$ cat src/rtl/gearbox_ce_sequencer.sv
// Purpose : periodic clock-enable sequencer for fixed-ratio sample gearboxes, phase-aligned to a sync pulse.
// Latency : all outputs registered; a sync at cycle t takes effect on the outputs at t+1.
// Backpressure: none; free-running pattern, en_i low parks the sequencer in IDLE.
//
// Ports:
//   clk_i        clock
//   rst_i        synchronous reset, active high (wins over every other input)
//   en_i         run enable; low returns to IDLE next cycle
//   sync_i       single-cycle alignment pulse
//   phase_i      phase the pattern must show on the cycle after sync_i
//   realign_i    lets a misaligned sync re-phase while locked
//   ce_o         gearbox clock enable, high for phases 0..NACTIVE-1
//   phase_o      current pattern phase
//   locked_o     LOCK_COUNT consecutive aligned syncs seen
//   sync_err_o   one-cycle pulse per misaligned sync
//   err_count_o  saturating count of misaligned syncs (cleared by reset only)
//   dat_valid_o  gearbox output valid, after 2*PERIOD RUN cycles since last (re)phase
module gearbox_ce_sequencer #(
  parameter int PERIOD     = 3,
  parameter int NACTIVE    = 2,
  parameter int LOCK_COUNT = 4,
  parameter int ERRW       = 16,
  localparam int PW        = (PERIOD > 1) ? $clog2(PERIOD) : 1
) (
  input  logic            clk_i,
  input  logic            rst_i,
  input  logic            en_i,
  input  logic            sync_i,
  input  logic [PW-1:0]   phase_i,
  input  logic            realign_i,
  output logic            ce_o,
  output logic [PW-1:0]   phase_o,
  output logic            locked_o,
  output logic            sync_err_o,
  output logic [ERRW-1:0] err_count_o,
  output logic            dat_valid_o
);

  if (PERIOD < 2) begin : g_bad_period
    $error("gearbox_ce_sequencer: PERIOD must be >= 2");
  end
  if (NACTIVE < 1 || NACTIVE >= PERIOD) begin : g_bad_nactive
    $error("gearbox_ce_sequencer: NACTIVE must satisfy 1 <= NACTIVE < PERIOD");
  end
  if (LOCK_COUNT < 1) begin : g_bad_lock
    $error("gearbox_ce_sequencer: LOCK_COUNT must be >= 1");
  end

  localparam int RW = $clog2(2 * PERIOD + 1);
  localparam int GW = $clog2(LOCK_COUNT + 1);

  localparam logic [PW-1:0]   LAST_PH   = PW'(PERIOD - 1);
  localparam logic [PW-1:0]   NACT_PH   = PW'(NACTIVE);
  localparam logic [RW-1:0]   RUN_ONE   = RW'(1);
  localparam logic [RW-1:0]   RUN_FULL  = RW'(2 * PERIOD);
  localparam logic [GW-1:0]   GOOD_ONE  = GW'(1);
  localparam logic [GW-1:0]   GOOD_FULL = GW'(LOCK_COUNT);
  localparam logic [ERRW-1:0] ERR_MAX   = {ERRW{1'b1}};
  localparam logic            LOCK_AT_ENTRY = (LOCK_COUNT == 1);

  typedef enum logic [1:0] {
    ST_IDLE      = 2'd0,
    ST_WAIT_SYNC = 2'd1,
    ST_RUN       = 2'd2
  } state_t;

  state_t          state_q, state_d;
  logic [PW-1:0]   phase_q, phase_d;
  logic            ce_q, ce_d;
  logic            locked_q, locked_d;
  logic            sync_err_q, sync_err_d;
  logic [ERRW-1:0] err_cnt_q, err_cnt_d;
  logic            dat_valid_q, dat_valid_d;
  logic [GW-1:0]   good_q, good_d;
  logic [RW-1:0]   run_cnt_q, run_cnt_d;

  // Phase the free-running pattern would present next cycle; a sync is
  // aligned when the phase it requests matches this.
  logic [PW-1:0]   phase_nxt;
  logic [GW-1:0]   good_inc;

  assign phase_nxt = (phase_q == LAST_PH) ? '0 : phase_q + PW'(1);
  assign good_inc  = (good_q == GOOD_FULL) ? good_q : good_q + GW'(1);

  always_comb begin
    state_d     = state_q;
    phase_d     = phase_q;
    locked_d    = locked_q;
    sync_err_d  = 1'b0;
    err_cnt_d   = err_cnt_q;
    dat_valid_d = dat_valid_q;
    good_d      = good_q;
    run_cnt_d   = run_cnt_q;

    if (!en_i) begin
      // Disable beats any sync in the same cycle; the error count survives.
      state_d     = ST_IDLE;
      phase_d     = '0;
      locked_d    = 1'b0;
      dat_valid_d = 1'b0;
      good_d      = '0;
      run_cnt_d   = '0;
    end else begin
      case (state_q)
        ST_IDLE: begin
          state_d = ST_WAIT_SYNC;
        end

        ST_WAIT_SYNC: begin
          if (sync_i) begin
            state_d     = ST_RUN;
            phase_d     = phase_i;
            good_d      = GOOD_ONE;
            locked_d    = LOCK_AT_ENTRY;
            run_cnt_d   = RUN_ONE;
            dat_valid_d = 1'b0;
          end
        end

        ST_RUN: begin
          phase_d     = phase_nxt;
          // run_cnt_q counts RUN cycles including the current one, so valid
          // rises on the cycle after the 2*PERIOD-th RUN cycle.
          run_cnt_d   = (run_cnt_q == RUN_FULL) ? run_cnt_q : run_cnt_q + RW'(1);
          dat_valid_d = (run_cnt_q == RUN_FULL);
          if (sync_i) begin
            if (phase_nxt == phase_i) begin
              good_d   = good_inc;
              locked_d = (good_inc == GOOD_FULL);
            end else begin
              sync_err_d = 1'b1;
              if (err_cnt_q != ERR_MAX) begin
                err_cnt_d = err_cnt_q + ERRW'(1);
              end
              // A locked sequencer only re-phases when explicitly allowed;
              // otherwise a stray sync is reported but ignored.
              if (!locked_q || realign_i) begin
                phase_d     = phase_i;
                good_d      = GOOD_ONE;
                locked_d    = 1'b0;
                run_cnt_d   = RUN_ONE;
                dat_valid_d = 1'b0;
              end
            end
          end
        end

        default: begin
          state_d = ST_IDLE;
        end
      endcase
    end

    // Derived from the next-cycle phase so ce_o always matches phase_o.
    ce_d = (state_d == ST_RUN) && (phase_d < NACT_PH);
  end

  always_ff @(posedge clk_i) begin
    if (rst_i) begin
      state_q     <= ST_IDLE;
      phase_q     <= '0;
      ce_q        <= 1'b0;
      locked_q    <= 1'b0;
      sync_err_q  <= 1'b0;
      err_cnt_q   <= '0;
      dat_valid_q <= 1'b0;
      good_q      <= '0;
      run_cnt_q   <= '0;
    end else begin
      state_q     <= state_d;
      phase_q     <= phase_d;
      ce_q        <= ce_d;
      locked_q    <= locked_d;
      sync_err_q  <= sync_err_d;
      err_cnt_q   <= err_cnt_d;
      dat_valid_q <= dat_valid_d;
      good_q      <= good_d;
      run_cnt_q   <= run_cnt_d;
    end
  end

  assign ce_o        = ce_q;
  assign phase_o     = phase_q;
  assign locked_o    = locked_q;
  assign sync_err_o  = sync_err_q;
  assign err_count_o = err_cnt_q;
  assign dat_valid_o = dat_valid_q;

endmodule

$ cat config.mk
export PLATFORM = sky130hd
export DESIGN_NAME = gearbox_ce_sequencer
export DESIGN_NICKNAME = d
export VERILOG_FILES = /design/src/rtl/gearbox_ce_sequencer.sv
export SDC_FILE = /design/constraint.sdc
export NUM_CORES = 1
export LEC_CHECK = 0
export ABC_AREA = 1
export CORE_ASPECT_RATIO = 1.5
export CORE_MARGIN = 4
export CORE_UTILIZATION = 45
export DETAILED_ROUTE_END_ITERATION = 12
export GPL_TIMING_DRIVEN = 1
export HOLD_SLACK_MARGIN = 0.02
export MAX_ROUTING_LAYER = met4
export PLACE_DENSITY = 0.67
export SLEW_MARGIN = 20
export SYNTH_ARGS = -nofsm -noshare
export SYNTH_HDL_FRONTEND = slang
export SYNTH_SLANG_ARGS = --single-unit
$ cat constraint.sdc
create_clock -name clk_i -period 3.4 [get_ports clk_i]
set_input_delay 0.34 -clock clk_i [delete_from_list [all_inputs] [get_ports clk_i]]
set_output_delay 0.34 -clock clk_i [all_outputs]
set_load 0.005 [all_outputs]
# == After elaboration in Yosys (flattened, before gate mapping) ==
# Cells that the tools add are included.
# op_classes
add_sub_neg,4
order_cmp,1
eq_ne,12
mux,31
bitwise_logic,4
n_reduce_logical,10
# ops
operator,count
2-to-1 mux 3 bit,9
"adder 16 x 1 -> 16 bit, second input constant",1
2-to-1 mux 2 bit,8
"inequality test 16 bit, second input constant",1
one-hot mux 3 bit (2 select lines),2
"== test 3 bit, second input constant",3
2-to-1 mux 1 bit,8
"adder 3 x 1 -> 3 bit, second input constant",2
"== test 2 bit, second input constant",3
one-hot mux 2 bit (3 select lines),1
AND reduction 5 bit,1
"inequality test 2 bit, second input constant",2
inverter 1 bit,4
one-hot mux 1 bit (2 select lines),2
one-hot mux 2 bit (2 select lines),1
AND reduction 4 bit,1
OR reduction 4 bit,1
"inequality test 3 bit, second input constant",1
"adder 2 x 1 -> 2 bit, second input constant",1
"== test 2 x 1 -> 1 bit, second input constant",1
== test 2 bit,1
logical NOT 2 bit,1
"< comparator 2 bit, second input constant",1
AND reduction 2 bit,1
5 further kinds,5
# totals
register_bits,30
wordCells,71

# == Logic depth before layout (Yosys ltp) ==
# depth
word_depth,9
ltp_mapped,11
mapped_depth_nobuf,11

# == Worst setup path before layout ==
# Ideal clock, no wire load.
# synth_timing
path_kind,register to register
start,register err_cnt_q[0] (netlist: err_count_o[0])
end,register err_cnt_q[2] (netlist: err_count_o[2])
setup_ps,117
arrival_ps,1421
setup_slack_ps,1862
path_stages_with_launch,10
synth_period_minus_slack_ps,1538
cell_sequence,dfxtp_1 -> ha_1 -> nand3_2 -> nor2_2 -> nand3_1 -> inv_2 -> nor2_8 -> buf_6 -> a21oi_1 -> nor2_1
# synth_between
elab_chain_cells,2
# synth_rtl
element,line,source
"start, declared",72,"logic [ERRW-1:0] err_cnt_q, err_cnt_d;"
"start signal, assigned",175,err_cnt_q <= err_cnt_d;
branches (longest 2 deep; another with adder 16 x 1 -> 16 bit),--,
# Several ways; the timed one is not identified.
# A chain may end at the register's enable or synchronous reset.

# == Final worst setup path ==
# layout_timing
start,register state_q[0]
end,register err_cnt_q[1] (netlist: err_count_o[1])
# layout_between
elab_chain_cells,2
# layout_rtl
element,line,source
"start, declared",67,"state_t state_q, state_d;"
"start signal, assigned",170,state_q <= state_d;
== test 2 bit,104,case (state_q)
AND reduction 5 bit (no line),--,
# Every way passes these cells.

==> impl_results.md <==
- Worst-Skew Late Latency: 0.28 ns
- Routed Antenna Nets: 0
- Placed Area: roughly 2100 sq um
- Crit path arrival time: between 2 and 2.5 ns
- Die width: between 50 and 60 um
- Drt wl/cell: between 10 and 15 um
- Starting density of the core: 0.4785
- Total GRT Usage: 0.1832
- Total power: 760.8 uW
- Row count: 27
- CTS Buffer Depth: 2
- RSZ-0062 raised after global routing: false
- Relative slew slack: 0.6165
- EDFF count, synth: 0
- DIE AREA: between 5000 and 6000 sq um
- Post-cts hold buffer count: 0
- Root buf cell: clkbuf_8
- Die H: 85.34 um
- Cts bufs inserted: 5
- Worst Tran Pin Value: 0.5735 ns
- Top post-synthesis cells by area: dfxtp_1 (33%), nand2_1 (16%), a21oi_1 (7.8%), nor2_1 (7.5%), ha_1 (6.3%)
- Syn_area_per_cell: ~6.6 sq um
- CP Capture Type: register
- Tcrit/Tclk final: 0.6009
- DR iter-0 viols: 44
- Max Slew Vio Count: 0
- # port buffers: 28
- Yosys Warn Count: 0
- Clock slew at reported path FFs: approximately 0.06 ns
- CORE AREA: approximately 3700 sq um
- Most common cell in the netlist: nand2_1
- Max Cap Viol: 0
- Top_reg_cell synth: dfxtp_1
- Status: finished, final reports clean
- Global route overflow: 0
- Share of post-route cells with drive strength above 1: 0.06271
- CP required: ~3.6 ns
- Final design utilization: 0.5909
- DRC: 0
- Postcts setup bufs: 0
- Final hold violations: 0
- First-pass DRT Iterations: 4
- Sequential fraction of the synthesis area: 0.3347
- DR vias/cell: around 5.2
- HPWL after DPL: between 3000 and 4000 um
- Post-synthesis net count: roughly 290
- Area share of the largest cell type after synthesis: 0.3347
- Hold slack: 0.4813 ns
- Clk_skew: around 0.0086 ns
- Peak fanout along the critical path: 13
- Area leader, netlist: dfxtp_1
- Largest net degree at the start of global routing: 20
- Pleak: 0.0008084 uW
- Area delta synth->final: 23.50%
- Final Setup Violations: 0
- Ports: 29
- Critical Path Source Type: register
- Vias: 1786
- Asr flop ratio synth: 0
- Vias in the first global route: 1658
- Design area: around 2200 sq um
- Peak VDD IR: around 240 uV
- Yosys reg bits: 30
- Clock Sink Count: 30
- H-tree depth: 2
- PD cells: approximately 340 nW/um^2
- Post-synthesis instance total: 270
- Post-CTS sizing: 0
- CTS tree: yes
- Post-Route Setup TNS: 0 ns
- Gpl congestion: 0.9578
- First-pass GRT wire length: 7072 um
- Synth top cells by count: nand2_1 (77), nor2_1 (36), dfxtp_1 (30)
- Diode count: 0
- DRT Wirelength: around 4100 um
- FMAX: just under 500 MHz
- Synth Cell Area: between 1500 and 2000 sq um
- NumNets Final: 318
- Crit path time final: 2.043 ns
- Synth cell types: 24
- HP Class: register to register
- WS Path Type: register to register
- Initial antenna violation count: 0
layer usage:
| metal | global-route usage | up-vias | share of wire |
|---|---|---|---|
| met5 | - | - | 0 |
| met4 | 0.1048 | 0 | 0.043 |
| met3 | 0.03957 | 17 | 0.036 |
| met2 | 0.3095 | 34 | 0.50 |
| met1 | 0.1892 | 801 | 0.42 |
| li1 | - | 934 | - |
layout make-up:
cell class,instances,area [sq um]
inverter,28,105.1
multi-input combinational,209,1066
timing repair buffer,28,280.3
sequential,30,600.6
tap,43,53.80
fill,362,1534
clock buffer,8,110.1
critical path, stage by stage (launching register included):
cell and delay, ns:
dfxtp_1 0.34, inv_1 0.13, ha_1 0.34, nand2_1 0.11, inv_2 0.11, nand4_1 0.48
o21ai_0 0.36, nor2_1 0.06
logic make-up (layout without fill, tap and decap cells):
kind of cell    Yosys count  count (layout)  share of synthesized area
flops                    30              30                     0.3347
buf+inv                  31              64                    0.07113
compound gates           41              41                     0.1179
simple gates            148             148                     0.3598
xor+xnor                 11              11                    0.05369
fa+ha+maj                 9               9                    0.06276
sequential cells by signal (all words and copies together) (netlist names):
signal       flops
dat_valid_o      1
phase_o          2
sync_err_o       1
state_q          2
good_q           3
err_count_o     16
run_cnt_q        3
locked_o         1
ce_o             1
placed cells by master, fill, tap and decap left out, types with 8 or more instances in the layout:
cell             netlist  routed
inv_1                 23      23
clkdlybuf4s50_1        0      28
clkbuf_8               0       8
dfxtp_1               30      30
ha_1                   9       9
a21oi_1               28      28
nor2_1                36      36
nand2_1               77      77
nand3_1               20      20
o21ai_0                9       9
final timing paths:
path	startpoint	to	slack, ns	cells past startpoint
setup / recovery	state_q[0]	err_count_o[1]	1.36	7
hold / removal	locked_o	locked_o	0.48	2
setup reg to reg	state_q[0]	err_count_o[1]	1.36	7
hold reg to reg	locked_o	locked_o	0.48	2
per-stage QoR:
stage          cells  setup WS (ns)
5_1_grt          346          1.172
3_3_place_gp     338          1.227
3_5_place_dp     338          1.208
4_1_cts          346          1.354
6_report         346          1.357
2_1_floorplan    270          1.862
power breakdown:
part           internal, uW  switching (uW)
Combinational          22.8            39.2
Clock                   204             136
Sequential              355            3.66
Total                   582             179
Power figures use the tool's default switching activity.
